## src/rtl/multicyc_ctrl_fsm.sv

```systemverilog
// Multi-cycle MIPS-style control unit: state register plus a combinational
// decode of state (and ALU-zero / memory-ready / funct) into datapath controls.
module multicyc_ctrl_fsm (
  input  logic       iClk,
  input  logic       iRst,
  input  logic [5:0] iOpCode,
  input  logic [5:0] iFunct,
  input  logic       iAluZero,
  input  logic       iMemReady,
  output logic       oPCWrite,
  output logic [1:0] oPCSrc,
  output logic       oIorD,
  output logic       oMemRead,
  output logic       oMemWrite,
  output logic       oIRWrite,
  output logic       oRegWrite,
  output logic       oRegDst,
  output logic       oMemtoReg,
  output logic       oLink,
  output logic       oALUSrcA,
  output logic [1:0] oALUSrcB,
  output logic [1:0] oALUOp,
  output logic       oIllegal,
  output logic [3:0] oState
);

  localparam int unsigned STATE_W = 4;

  localparam logic [5:0] OP_RTYPE = 6'h00;
  localparam logic [5:0] OP_J     = 6'h02;
  localparam logic [5:0] OP_JAL   = 6'h03;
  localparam logic [5:0] OP_BEQ   = 6'h04;
  localparam logic [5:0] OP_BNE   = 6'h05;
  localparam logic [5:0] OP_ADDI  = 6'h08;
  localparam logic [5:0] OP_XORI  = 6'h0E;
  localparam logic [5:0] OP_LUI   = 6'h0F;
  localparam logic [5:0] OP_LW    = 6'h23;
  localparam logic [5:0] OP_SW    = 6'h2B;
  localparam logic [5:0] FN_JR    = 6'h08;
  localparam logic [5:0] FN_JALR  = 6'h09;

  typedef enum logic [STATE_W-1:0] {
    IDLE    = 4'd0,
    FETCH   = 4'd1,
    DECODE  = 4'd2,
    MEMADR  = 4'd3,
    MEMRD   = 4'd4,
    MEMWB   = 4'd5,
    MEMWR   = 4'd6,
    EXEC_R  = 4'd7,
    RWB     = 4'd8,
    EXEC_I  = 4'd9,
    IWB     = 4'd10,
    BRANCH  = 4'd11,
    JUMP    = 4'd12,
    JREG    = 4'd13,
    ILLEGAL = 4'd14
  } state_e;

  state_e state_q, state_d;

  // State register; reset lands in IDLE without waiting for a clock edge.
  always_ff @(posedge iClk or posedge iRst) begin
    if (iRst) state_q <= IDLE;
    else      state_q <= state_d;
  end

  assign oState = STATE_W'(state_q);

  always_comb begin
    state_d   = state_q;
    oPCWrite  = 1'b0;
    oPCSrc    = 2'b00;
    oIorD     = 1'b0;
    oMemRead  = 1'b0;
    oMemWrite = 1'b0;
    oIRWrite  = 1'b0;
    oRegWrite = 1'b0;
    oRegDst   = 1'b0;
    oMemtoReg = 1'b0;
    oLink     = 1'b0;
    oALUSrcA  = 1'b0;
    oALUSrcB  = 2'b00;
    oALUOp    = 2'b00;
    oIllegal  = 1'b0;

    case (state_q)
      IDLE: state_d = FETCH;

      // PC+4 is computed while the instruction is read; both commit on ready.
      FETCH: begin
        oMemRead = 1'b1;
        oALUSrcB = 2'b01;
        oIRWrite = iMemReady;
        oPCWrite = iMemReady;
        state_d  = iMemReady ? DECODE : FETCH;
      end

      // Branch target is precomputed into ALUOut while the opcode decodes.
      DECODE: begin
        oALUSrcB = 2'b11;
        if (iOpCode == OP_LW || iOpCode == OP_SW) begin
          state_d = MEMADR;
        end else if (iOpCode == OP_RTYPE) begin
          state_d = (iFunct == FN_JR || iFunct == FN_JALR) ? JREG : EXEC_R;
        end else if ((iOpCode >= OP_ADDI && iOpCode <= OP_XORI - 6'd1) || iOpCode == OP_LUI) begin
          state_d = EXEC_I;
        end else if (iOpCode == OP_BEQ || iOpCode == OP_BNE) begin
          state_d = BRANCH;
        end else if (iOpCode == OP_J || iOpCode == OP_JAL) begin
          state_d = JUMP;
        end else begin
          state_d = ILLEGAL;
        end
      end

      MEMADR: begin
        oALUSrcA = 1'b1;
        oALUSrcB = 2'b10;
        state_d  = (iOpCode == OP_LW) ? MEMRD : MEMWR;
      end

      MEMRD: begin
        oMemRead = 1'b1;
        oIorD    = 1'b1;
        state_d  = iMemReady ? MEMWB : MEMRD;
      end

      MEMWB: begin
        oRegWrite = 1'b1;
        oMemtoReg = 1'b1;
        state_d   = FETCH;
      end

      MEMWR: begin
        oMemWrite = 1'b1;
        oIorD     = 1'b1;
        state_d   = iMemReady ? FETCH : MEMWR;
      end

      EXEC_R: begin
        oALUSrcA = 1'b1;
        oALUOp   = 2'b10;
        state_d  = RWB;
      end

      RWB: begin
        oRegWrite = 1'b1;
        oRegDst   = 1'b1;
        state_d   = FETCH;
      end

      EXEC_I: begin
        oALUSrcA = 1'b1;
        oALUSrcB = 2'b10;
        oALUOp   = 2'b11;
        state_d  = IWB;
      end

      IWB: begin
        oRegWrite = 1'b1;
        state_d   = FETCH;
      end

      BRANCH: begin
        oALUSrcA = 1'b1;
        oALUOp   = 2'b01;
        oPCSrc   = 2'b01;
        oPCWrite = (iOpCode == OP_BEQ &&  iAluZero) ||
                   (iOpCode == OP_BNE && !iAluZero);
        state_d  = FETCH;
      end

      JUMP: begin
        oPCSrc    = 2'b10;
        oPCWrite  = 1'b1;
        oLink     = (iOpCode == OP_JAL);
        oRegWrite = (iOpCode == OP_JAL);
        state_d   = FETCH;
      end

      JREG: begin
        oPCSrc    = 2'b11;
        oPCWrite  = 1'b1;
        oLink     = (iFunct == FN_JALR);
        oRegWrite = (iFunct == FN_JALR);
        state_d   = FETCH;
      end

      ILLEGAL: begin
        oIllegal = 1'b1;
        state_d  = FETCH;
      end

      default: state_d = IDLE;
    endcase
  end

endmodule
```

## config.mk

```make
export PLATFORM = sky130hd
export DESIGN_NAME = multicyc_ctrl_fsm
export DESIGN_NICKNAME = d
export VERILOG_FILES = /design/src/rtl/multicyc_ctrl_fsm.sv
export SDC_FILE = /design/constraint.sdc
export NUM_CORES = 1
export LEC_CHECK = 0
export ABC_AREA = 1
export BUFFER_PORTS_ARGS = -buffer_cell sky130_fd_sc_hd__buf_2
export CORE_MARGIN = 2
export CORE_UTILIZATION = 40
export DETAILED_ROUTE_END_ITERATION = 12
export PLACE_DENSITY = 0.73
export SLEW_MARGIN = 10
export SYNTH_ARGS = -nofsm -noshare
export SYNTH_HDL_FRONTEND = slang
export SYNTH_SLANG_ARGS = --single-unit
```

## constraint.sdc

```tcl
create_clock -name iClk -period 1.6 [get_ports iClk]
set_clock_uncertainty 0.15 [all_clocks]
set_input_delay 0.32 -clock iClk [delete_from_list [all_inputs] [get_ports iClk]]
set_output_delay 0.32 -clock iClk [all_outputs]
set_load 0.01 [all_outputs]
```

Yosys cells after proc, flatten, opt, wreduce, memory -nomap -nowiden
Index checks and enable logic that the tools add are counted.
{"block": "op_classes", "magnitude_cmp": 2, "eq_ne": 23, "muxes": 25, "reduce_logical": 19}
{"operator": "case mux 4 bit (8 select lines)", "n": 1}
{"operator": "equality test 4 bit, second input constant", "n": 7}
{"operator": "equality test 6 x 4 -> 1 bit, second input constant", "n": 3}
{"operator": "case mux 2 bit (3 select lines)", "n": 3}
{"operator": "equality test 4 x 3 -> 1 bit, second input constant", "n": 4}
{"operator": "equality test 6 x 2 -> 1 bit, second input constant", "n": 2}
{"operator": "equality test 6 x 3 -> 1 bit, second input constant", "n": 2}
{"operator": "equality test 6 bit, second input constant", "n": 2}
{"operator": "two-way mux 4 bit", "n": 3}
{"operator": "two-way mux 1 bit", "n": 9}
{"operator": "two-way mux 3 bit", "n": 3}
{"operator": "equality test 4 x 2 -> 1 bit, second input constant", "n": 2}
{"operator": "OR reduction 2 bit", "n": 4}
{"operator": "OR reduction 8 bit", "n": 1}
{"operator": ">= comparator 6 x 4 -> 1 bit, second input constant", "n": 1}
{"operator": "<= comparator 6 x 4 -> 1 bit, second input constant", "n": 1}
{"operator": "logical NOT 6 bit", "n": 1}
{"operator": "logical OR 1 bit", "n": 6}
{"operator": "two-way mux 2 bit", "n": 3}
{"operator": "case mux 1 bit (3 select lines)", "n": 2}
{"operator": "equality test 4 x 1 -> 1 bit, second input constant", "n": 1}
{"operator": "logical NOT 4 bit", "n": 1}
{"operator": "OR reduction 4 bit", "n": 1}
{"operator": "logical AND 1 bit", "n": 3}
{"operator": "3 further kinds", "n": 3}
{"block": "word_totals", "regBits": 4, "inputBits": 16, "elab_cells": 70}

Depth between registers and ports, before layout
Gate-level depths: netlist (run 1).
{"block": "depth", "ltp_word": 8, "mapped_depth": 8, "depth_no_buf": 7}

Least setup slack after synthesis (run 1)
Ideal clock, no wire load.
{"block": "synth_timing", "kind": "register -> output", "startpoint": "reg state_q[3], in the netlist oState[3]", "endpoint": "out oRegWrite", "t_arrival_ns": 1.106, "t_required_ns": 1.130, "setup_slack_ns": 0.024, "path_stages_with_launch": 5, "cell_sequence": "dfrtp_1 > nand2_1 > nor2_1 > nand4_1 > nand3_1"}
{"block": "synth_via", "elab_chain_len": 3, "elab_cells_between_ends": 7, "classes_between": "5 x eq/ne; 1 x mux; 1 x reduce/logical"}
{"element": "start, declared", "line": "60", "source": "state_e state_q, state_d;"}
{"element": "start signal, assigned", "line": "65", "source": "else state_q <= state_d;"}
{"element": "equality test 4 bit / equality test 4 x 3 -> 1 bit (equally long branches)", "line": "87", "source": "case (state_q)"}
{"element": "OR reduction 3 bit (no source line)"}
{"element": "case mux 1 bit (3 select lines) *", "line": "87"}
{"element": "end, declared", "line": "16", "source": "output logic oRegWrite,"}
Mark *: on every way between the ends. The rest lies on a longest branch, timed or not.

Worst setup path in the final report (run 1)
{"block": "layout_timing", "startpoint": "reg state_q[2], in the netlist oState[2]", "endpoint": "out oPCWrite"}
{"block": "layout_via", "elab_chain_len": 3, "elab_cells_between_ends": 6, "classes_between": "4 x eq/ne; 1 x mux; 1 x reduce/logical"}
{"element": "equality test 4 bit", "line": "87"}
{"element": "OR reduction 2 bit (no source line)"}
{"element": "case mux 1 bit (3 select lines) *", "line": "87"}
{"element": "end, declared", "line": "10", "source": "output logic oPCWrite,"}
Marked as above.

==> key figures, run 1 <==
Floorplanning
  • Core area: about 1300 sq um
  • Starting density of the core: 0.433
  • Chip height: about 42 um
  • Width of the chip: between 40 and 50 um
  • I/O pin count: 37
  • Rows: 13
  • Die area: 1720 sq um

Route
  • Wire per inst: around 14 um
  • Routed via count: 960
  • Post-Route WL: between 2000 and 3000 um
  • DR iter-0 viols: 20
  • First drt pass iteration count: 4
  • Drt drc: 0
  • DR vias/cell: 5.08
  • Routed Antenna Nets: 0

Setup path
  • R2r startpoint: oState[2]
  • Worst setup path category: register to primary output
  • Crit path DAT: between 1000 and 1500 ps
  • Endpoint type of the worst setup path: primary output
  • Reg2reg end: oState[0]
  • Critical Path RT: around 1100 ps
  • Critical Path Start Type: register
  • Worst-path fanout max: 4
  • Worst R2R Setup Slack: -10 ps
  • Reg2Reg Depth: 9

Logic synthesis
  • Synth Area in XOR/XNOR: 0.0156
  • Synth Area in Simple Gates: 0.549
  • Top cell type by total area after synthesis: nand2_1
  • Post-synthesis adder-cell area fraction: 0
  • Synth cell types: 14
  • Synthesized instance count: 113
  • Mapped Nets: roughly 130
  • Synth Area in Compound Gates: 0.0844
  • Largest family of logic cells by synthesized area: simple AND/OR/NAND/NOR gates
  • Commonest cells post-synth: nand2_1 (29), nor2_1 (28), inv_1 (24)
  • Mapped Avg Cell Area: roughly 5.0 sq um
  • Synth warn: 0
  • Mux cell area share after synthesis: 0
  • Post-synthesis async set-or-reset flop share: 1.00
  • Mapped Area: 563 sq um
  • Number of synthesized register bits: 4
  • Top cell type's share of synthesized area: 0.193
  • Most instantiated library cell after synthesis: nand2_1
  • Post-synth EDFFs: 0
  • Ranking of synthesized cells by area: nand2_1 (19%), nor2_1 (19%), dfrtp_1 (18%), inv_1 (16%), nand3_1 (12%)
  • Sequential share of the synthesized area: 0.178
  • Main synth FF type: dfrtp_1

Timing
  • Final Hold Viols: 0
  • Setup_tns: -2710 ps
  • Final min period: between 1500 and 2000 ps
  • Unrepaired setup endpoints after global routing: yes
  • FMAX: between 500 and 600 MHz
  • Worst Max-Slew Pin Slew: 278 ps
  • Final Setup Violations: 17
  • Pins Over Slew Limit: 0
  • Slew Limit Headroom: 0.814
  • Fin crit share: 1.16
  • Final WS setup: -254 ps

Clock network
  • Clock root buffer: clkbuf_4
  • H-tree depth: 1
  • Clk buf depth: 2
  • Clk_lat worst skew: about 240 ps
  • # clock sinks: 4
  • Cts bufs inserted: 3
  • CTS tree: done
  • Clock-pin slew on the worst setup and hold paths: around 40 ps

Placed design
  • Placed Cells: between 150 and 200
  • DP HPWL: approximately 1500 um
  • Port Buf Inserts: 36
  • Routability congestion estimate: approximately 0.95
  • Post-placement cell area: between 800 and 900 sq um
  • Pre-CTS WS: -88.3 ps

Final layout
  • Nets: between 150 and 200
  • Fin area: 1130 sq um
  • Area delta synth->final: 100%
  • Largest register FFs: 4
  • Non-Filler Instances: ~190
  • N_diodes: 0
  • Share of post-route cells with drive strength above 1: 0.511

GRT
  • First-pass GRT wire length: 3480 um
  • Initial antenna violation count: 0
  • GRT overflow: 0
  • Vias in the first global route: 898
  • GRT Util Overall: 0.251
  • Largest net degree at the start of global routing: 6

Power and ir drop
  • Leak: 0.703 nW
  • Peak supply drop: about 0.74 mV
  • PwrDens: 1650 nW/um^2

Status
  • Failing checks: negative setup slack
  • Status: finished, violations left

Flow run
  • MaxCap Viol Count: 0

Min path
  • Min-Delay Path Class: input pin to asynchronous set/reset pin
[per-layer routing]
metal  routed length (um)  part of all wire  vias up  track usage
li1                     -                 -      469            -
met1                 1060              0.41      426        0.292
met2                 1290              0.50       51        0.441
met3                  131             0.050       14       0.0348
met4                  123             0.047        0        0.129
met5                    0                 0        -            0
[area by class of cell]
class,count,area (sq um)
Timing Repair Buffer,59,410
Multi-Input combinational cell,84,478
Inverter,24,92.6
Sequential cell,4,104
Tap cell,15,18.8
Clock buffer,3,22.5
Fill cell,80,175
[what timing repair did]
item	CTS	global route
hold buffers	1	0
hold endpoints to repair	4	0
pin swaps	4	11
resized for setup	21	35
endpoints found under the setup margin	17	17
buffers inserted	7	2
[worst max path at each step]
stage / startpoint / endpoint / slack, ps / depth (start not counted)
final: oState[2] / oPCWrite / -250 / 6
after global routing: oState[1] / oPCWrite / -310 / 6
after CTS: oState[1] / oRegWrite / -230 / 7
after detailed placement: oState[1] / oPCWrite / -90 / 6
after global placement: oState[1] / oRegWrite / -80 / 7
after floorplan: oState[3] / oRegWrite / 20 / 4
[critical path, stage by stage (launching register included)]
cell	delay, ps
dfrtp_2	450
inv_4	100
nand2_4	70
nor2_4	100
nand2_1	70
o211ai_1	190
buf_2	170
[per-stage QoR]
step / hold slack (ps) / power [mW] / utilization
2_1_floorplan: -63.9 / 0.697 / -
3_3_place_gp: 47.6 / 1.13 / 0.661
3_5_place_dp: 53.5 / 1.14 / 0.661
4_1_cts: 283 / 1.52 / 0.767
5_1_grt: 366 / 1.97 / 0.865
6_report: 351 / 1.86 / 0.865
[cells by family (layout without fill, tap and decap cells)]
family | after synthesis | count (layout)
AOI/OAI and AO/OA | 8 | 8
xor gates and xnor gates | 1 | 1
buffers and inverters | 25 | 86
and+or+nand+nor | 75 | 75
DFF | 4 | 4
[power breakdown]
group	leakage (nW)	internal, mW	switching (mW)
Combinational	0.643	0.680	0.815
Clock	0.0138	0.0840	0.0429
Sequential	0.0469	0.153	0.0869
Total	0.703	0.917	0.945
[cell usage in the layout (no fill, tap or decap), types with 2 or more instances in the layout]
cell       n
buf_2     32
buf_4     14
buf_6     12
clkbuf_4   3
dfrtp_2    3
inv_1     18
inv_2      5
nand2_1   21
nand2_2    4
nand2_4    4
nand3_1   12
nand3_2    2
nand4_1    3
nor2_1    19
nor2_4     8
o21ai_1    3
Power figures use the tool's default switching activity.
==> inputs of run 2 (changes only) <==
--- a/config.mk
+++ b/config.mk
@@ -5,12 +5,12 @@
 export SDC_FILE = /design/constraint.sdc
 export NUM_CORES = 1
 export LEC_CHECK = 0
-export ABC_AREA = 1
 export BUFFER_PORTS_ARGS = -buffer_cell sky130_fd_sc_hd__buf_2
 export CORE_MARGIN = 2
-export CORE_UTILIZATION = 40
+export CORE_UTILIZATION = 42
 export DETAILED_ROUTE_END_ITERATION = 12
 export PLACE_DENSITY = 0.73
+export SKIP_LAST_GASP = 1
 export SLEW_MARGIN = 10
 export SYNTH_ARGS = -nofsm -noshare
 export SYNTH_HDL_FRONTEND = slang
==> key figures, run 2 <==
Status
  • Status: aborted with a tool error
  • Fail Step: global routing
  • Err: [ERROR DPL-0033] detailed placement checks failed during check placement.

Logic synthesis
  • Mux cell area share after synthesis: 0.0335 (+0.0335)
  • Synth Area in Simple Gates: 0.452 (-0.0972)
  • Synthesized instance count: 87 (-23%)
  • Number of synthesized register bits: 4 (unchanged)
  • Top cell type by total area after synthesis: dfrtp_1
  • Main synth FF type: dfrtp_1
  • Synth warn: 0 (unchanged)
  • Synth cell types: 40 (+26)
  • Commonest cells post-synth: nor2_1 (13), nand2_1 (7), nand2b_1 (7)
  • Mapped Nets: 103 (-20%)
  • Largest family of logic cells by synthesized area: simple AND/OR/NAND/NOR gates
  • Mapped Avg Cell Area: 7.29 sq um (+46%)
  • Sequential share of the synthesized area: 0.158 (-0.0200)
  • Top cell type's share of synthesized area: 0.158 (-0.0355)
  • Mapped Area: 634 sq um (+13%)
  • Post-synth EDFFs: 0 (unchanged)
  • Post-synthesis adder-cell area fraction: 0 (unchanged)
  • Ranking of synthesized cells by area: dfrtp_1 (16%), nor2_1 (7.7%), nand2b_1 (6.9%), clkbuf_8 (4.3%), nand2_1 (4.1%)
  • Most instantiated library cell after synthesis: nor2_1
  • Synth Area in Compound Gates: 0.215 (+0.131)
  • Post-synthesis async set-or-reset flop share: 1.00 (unchanged)
  • Synth Area in XOR/XNOR: 0.0414 (+0.0259)

Placed design
  • DP HPWL: 1570 um (+2.4%)
  • Post-placement cell area: 965 sq um (+12%)
  • Routability congestion estimate: 0.870 (-8.0%)
  • Port Buf Inserts: 36 (unchanged)
  • Pre-CTS WS: -414 ps (-326 ps)

GRT
  • Largest net degree at the start of global routing: 9
  • Initial antenna violation count: 0

Timing
  • Post-GRT worst EP: oRegWrite
  • Worst ep type: primary output

Clock network
  • H-tree depth: 1 (unchanged)
  • Clk buf depth: 2 (unchanged)
  • Cts bufs inserted: 3 (unchanged)
  • Clock root buffer: clkbuf_4
  • # clock sinks: 4 (unchanged)

Floorplanning
  • I/O pin count: 37 (unchanged)
  • Starting density of the core: 0.436 (+0.00362)
  • Width of the chip: 42.9 um (+3.3%)
  • Chip height: 42.9 um (+3.3%)
  • Rows: 14 (+1)
run 2: cell types whose count changed after synthesis, sizes merged, moves of 3 or more:
cell / previous run / this run
inv: 24 / 4
nand2: 29 / 7
nand2b: 0 / 7
nand3: 14 / 3
nor2: 28 / 14
nor3: 0 / 5
xnor2: 0 / 3
run 2: cells by family after synthesis:
group,count (synthesis)
XOR/XNOR,3
multiplexers,2
AO/OA/AOI/OAI,19
flip-flops,4
buffers and inverters,9
AND/OR/NAND/NOR,50
run 2: repair_timing:
item                       in CTS
setup endpoints to repair      19
gates cloned                    0
setup buffers                  14
hold buffers                    1
hold endpoints to repair        4
pin swaps                      13
resized for setup              41
run 2: per-stage QoR:
stage	cells	setup TNS (ps)	util
floorplan	87	-343	-
global placement	155	-1060	0.664
detailed placement	155	-1190	0.664
CTS	173	-3370	0.860
==> inputs of run 3 (changes only) <==
--- a/config.mk
+++ b/config.mk
@@ -6,10 +6,10 @@
 export NUM_CORES = 1
 export LEC_CHECK = 0
 export BUFFER_PORTS_ARGS = -buffer_cell sky130_fd_sc_hd__buf_2
-export CORE_MARGIN = 2
-export CORE_UTILIZATION = 42
+export CORE_AREA = 2 2 63 65
 export DETAILED_ROUTE_END_ITERATION = 12
-export PLACE_DENSITY = 0.73
+export DIE_AREA = 0 0 65 67
+export PLACE_DENSITY_LB_ADDON = 0.15
 export SKIP_LAST_GASP = 1
 export SLEW_MARGIN = 10
 export SYNTH_ARGS = -nofsm -noshare
==> key figures, run 3 <==
Logic synthesis
  • Mapped Avg Cell Area: 7.29 sq um (unchanged)
  • Main synth FF type: dfrtp_1
  • Top cell type's share of synthesized area: 0.158 (unchanged)
  • Synth cell types: 40 (unchanged)
  • Post-synthesis async set-or-reset flop share: 1.00 (unchanged)
  • Most instantiated library cell after synthesis: nor2_1
  • Number of synthesized register bits: 4 (unchanged)
  • Ranking of synthesized cells by area: dfrtp_1 (16%), nor2_1 (7.7%), nand2b_1 (6.9%), clkbuf_8 (4.3%), nand2_1 (4.1%)
  • Mapped Area: 634 sq um (unchanged)
  • Synthesized instance count: 87 (unchanged)
  • Mapped Nets: 103 (unchanged)
  • Post-synth EDFFs: 0 (unchanged)
  • Synth warn: 0 (unchanged)
  • Top cell type by total area after synthesis: dfrtp_1
  • Commonest cells post-synth: nor2_1 (13), nand2_1 (7), nand2b_1 (7)
  • Sequential share of the synthesized area: 0.158 (unchanged)

Timing
  • FMAX: ~500 MHz
  • Final Hold Viols: 0
  • Fin crit share: 1.24
  • Slew Limit Headroom: 0.798
  • Unrepaired setup endpoints after global routing: yes
  • Final WS setup: -389 ps
  • Final min period: roughly 2000 ps
  • Worst Max-Slew Pin Slew: 303 ps
  • Hold slack final: between 300 and 400 ps
  • Final Setup Violations: 19
  • Pins Over Slew Limit: 0

Setup path
  • Critical Path Start Type: input pin
  • Worst setup path category: input pin to primary output
  • Largest stage delay, worst path: 420 ps
  • Worst-path fanout max: 2
  • Critical Path RT: around 1100 ps
  • Endpoint type of the worst setup path: primary output
  • WP buf/inv: 2
  • Slowest cell on crit path: or4_4
  • CP Cell Sequence: buf_6 > nand2b_4 > or4_4 > or3_4 > nand3_4 > buf_2
  • Crit-path leading delay family: simple AND/OR/NAND/NOR gates
  • Crit path DAT: 1520 ps

GRT
  • First-pass GRT wire length: between 4000 and 5000 um
  • Largest net degree at the start of global routing: 8
  • GRT overflow: 0
  • Initial antenna violation count: 0
  • Vias in the first global route: around 900
  • GRT Util Overall: 0.122

Placed design
  • Routability congestion estimate: 0.795 (-8.6%)
  • Port Buf Inserts: 36 (unchanged)
  • Placed Cells: 193 (+25%)
  • DP HPWL: 1930 um (+23%)
  • Post-placement cell area: 1050 sq um (+8.8%)

Power and ir drop
  • Comb pwr share: 0.823
  • Psw: 0.988 mW
  • Peak supply drop: 0.422 mV
  • Switching share of power: 0.406
  • Sequential share of power: 0.086
  • Clk pwr share: 0.091
  • Internal Pwr Total: roughly 1.4 mW
  • Leak: between 0.7 and 0.8 nW
  • PwrDens: about 1600 nW/um^2

Floorplanning
  • I/O pin count: 37 (unchanged)
  • Width of the chip: 65 um (+52%)
  • Starting density of the core: 0.176 (-0.260)
  • Chip height: 67 um (+56%)
  • Rows: 22 (+8)
  • Core area: between 3000 and 4000 sq um
  • Die area: about 4400 sq um

Route
  • DR vias/cell: around 4.3
  • Routed via count: about 910
  • First drt pass iteration count: 4
  • Post-Route WL: 2540 um
  • Routed Antenna Nets: 0
  • Wire per inst: around 12 um
  • Drt drc: 0
  • DR iter-0 viols: 21

Final layout
  • Largest register FFs: 4
  • Non-Filler Instances: between 200 and 250
  • Most frequent cells in the layout: buf_6 (31), buf_2 (28), buf_4 (19)
  • Commonest non-fill, non-tap cell in the layout: buf_6
  • Nets: between 150 and 200
  • N_diodes: 0
  • Area delta synth->final: 134%
  • Fin area: roughly 1500 sq um
  • Share of post-route cells with drive strength above 1: 0.673

Flow run
  • MaxCap Viol Count: 0

Clock network
  • Clock-pin slew on the worst setup and hold paths: around 30 ps
  • Cts bufs inserted: 3 (unchanged)
  • Clk_lat worst skew: ~220 ps
  • # clock sinks: 4 (unchanged)
  • Clock root buffer: clkbuf_8
  • Clk buf depth: 2 (unchanged)
  • H-tree depth: 1 (unchanged)
  • CTS tree: done

Min path
  • Min-Delay Path Class: input pin to register

Status
  • Failing checks: negative setup slack
  • Status: finished, violations left
## run 3: cell counts after synthesis
Identical to the previous run, type by type.
## run 3: what timing repair did
item | in CTS | in global routing
pin swaps | 15 | 13
hold buffers | 1 | 0
setup buffers | 12 | 5
gates resized for setup | 50 | 15
endpoints found under the setup margin | 20 | 21
hold endpoints to repair | 4 | 0
## run 3: final timing paths
kind	startpoint	end	slack, ps	cells after the start
worst min register to register	oState[2]	oState[2]	650	3
worst max register to register	oState[3]	oState[1]	-100	7
max in group asynchronous	iRst	oState[2]	770	3
min in group asynchronous	iRst	oState[0]	370	3
worst min-delay path	iOpCode[2]	oState[1]	330	3
worst max-delay path	iFunct[2]	oRegWrite	-390	6
## run 3: logic make-up (layout without fill, tap and decap cells)
| group | count (synthesis) | after routing | share of synthesized area |
|---|---|---|---|
| and+or+nand+nor | 50 | 50 | 0.452 |
| AOI/OAI and AO/OA | 19 | 19 | 0.215 |
| buffers and inverters | 9 | 87 | 0.101 |
| DFF | 4 | 4 | 0.158 |
| xor gates and xnor gates | 3 | 3 | 0.0414 |
| muxes | 2 | 2 | 0.0335 |
## run 3: layer usage
| metal | GRT usage | share of wire | wire, um |
|---|---|---|---|
| met5 | 0 | 0 | 0 |
| met4 | 0.0319 | 0 | 0 |
| met2 | 0.241 | 0.55 | 1400 |
| met1 | 0.138 | 0.40 | 1030 |
| met3 | 0.0101 | 0.045 | 115 |
## run 3: layout make-up
class	count	area, sq um
fill	372	2120
timing repair buffer	79	642
multi-input combinational	74	618
sequential	4	103
tap	48	60.1
clock buffer	4	45.0
inverter	4	15.0
## run 3: power groups by stage
stage                     logic (mW)  registers, mW  clock network [mW]
final                           2.00          0.209               0.222
after global placement          1.34          0.202                   0
after CTS                       1.87          0.209               0.226
after floorplan                0.705          0.226                   0
after global routing            2.16          0.217               0.234
after detailed placement        1.33          0.204                   0
## run 3: through the flow
step	utilization	setup WS [ps]	total power, mW	TNS [ps]
2_1_floorplan	-	-174	0.931	-343
3_3_place_gp	0.291	-407	1.54	-1530
3_5_place_dp	0.291	-406	1.53	-1560
4_1_cts	0.388	-394	2.31	-3340
5_1_grt	0.411	-435	2.61	-4460
6_report	0.411	-389	2.43	-3330
## run 3: worst reg2reg max path, stage by stage, from the launching register on
cell	delay, ps
dfrtp_2	460
buf_6	150
buf_6	110
buf_4	120
buf_6	110
a2111oi_4	260
o311ai_1	150
nand3_1	120
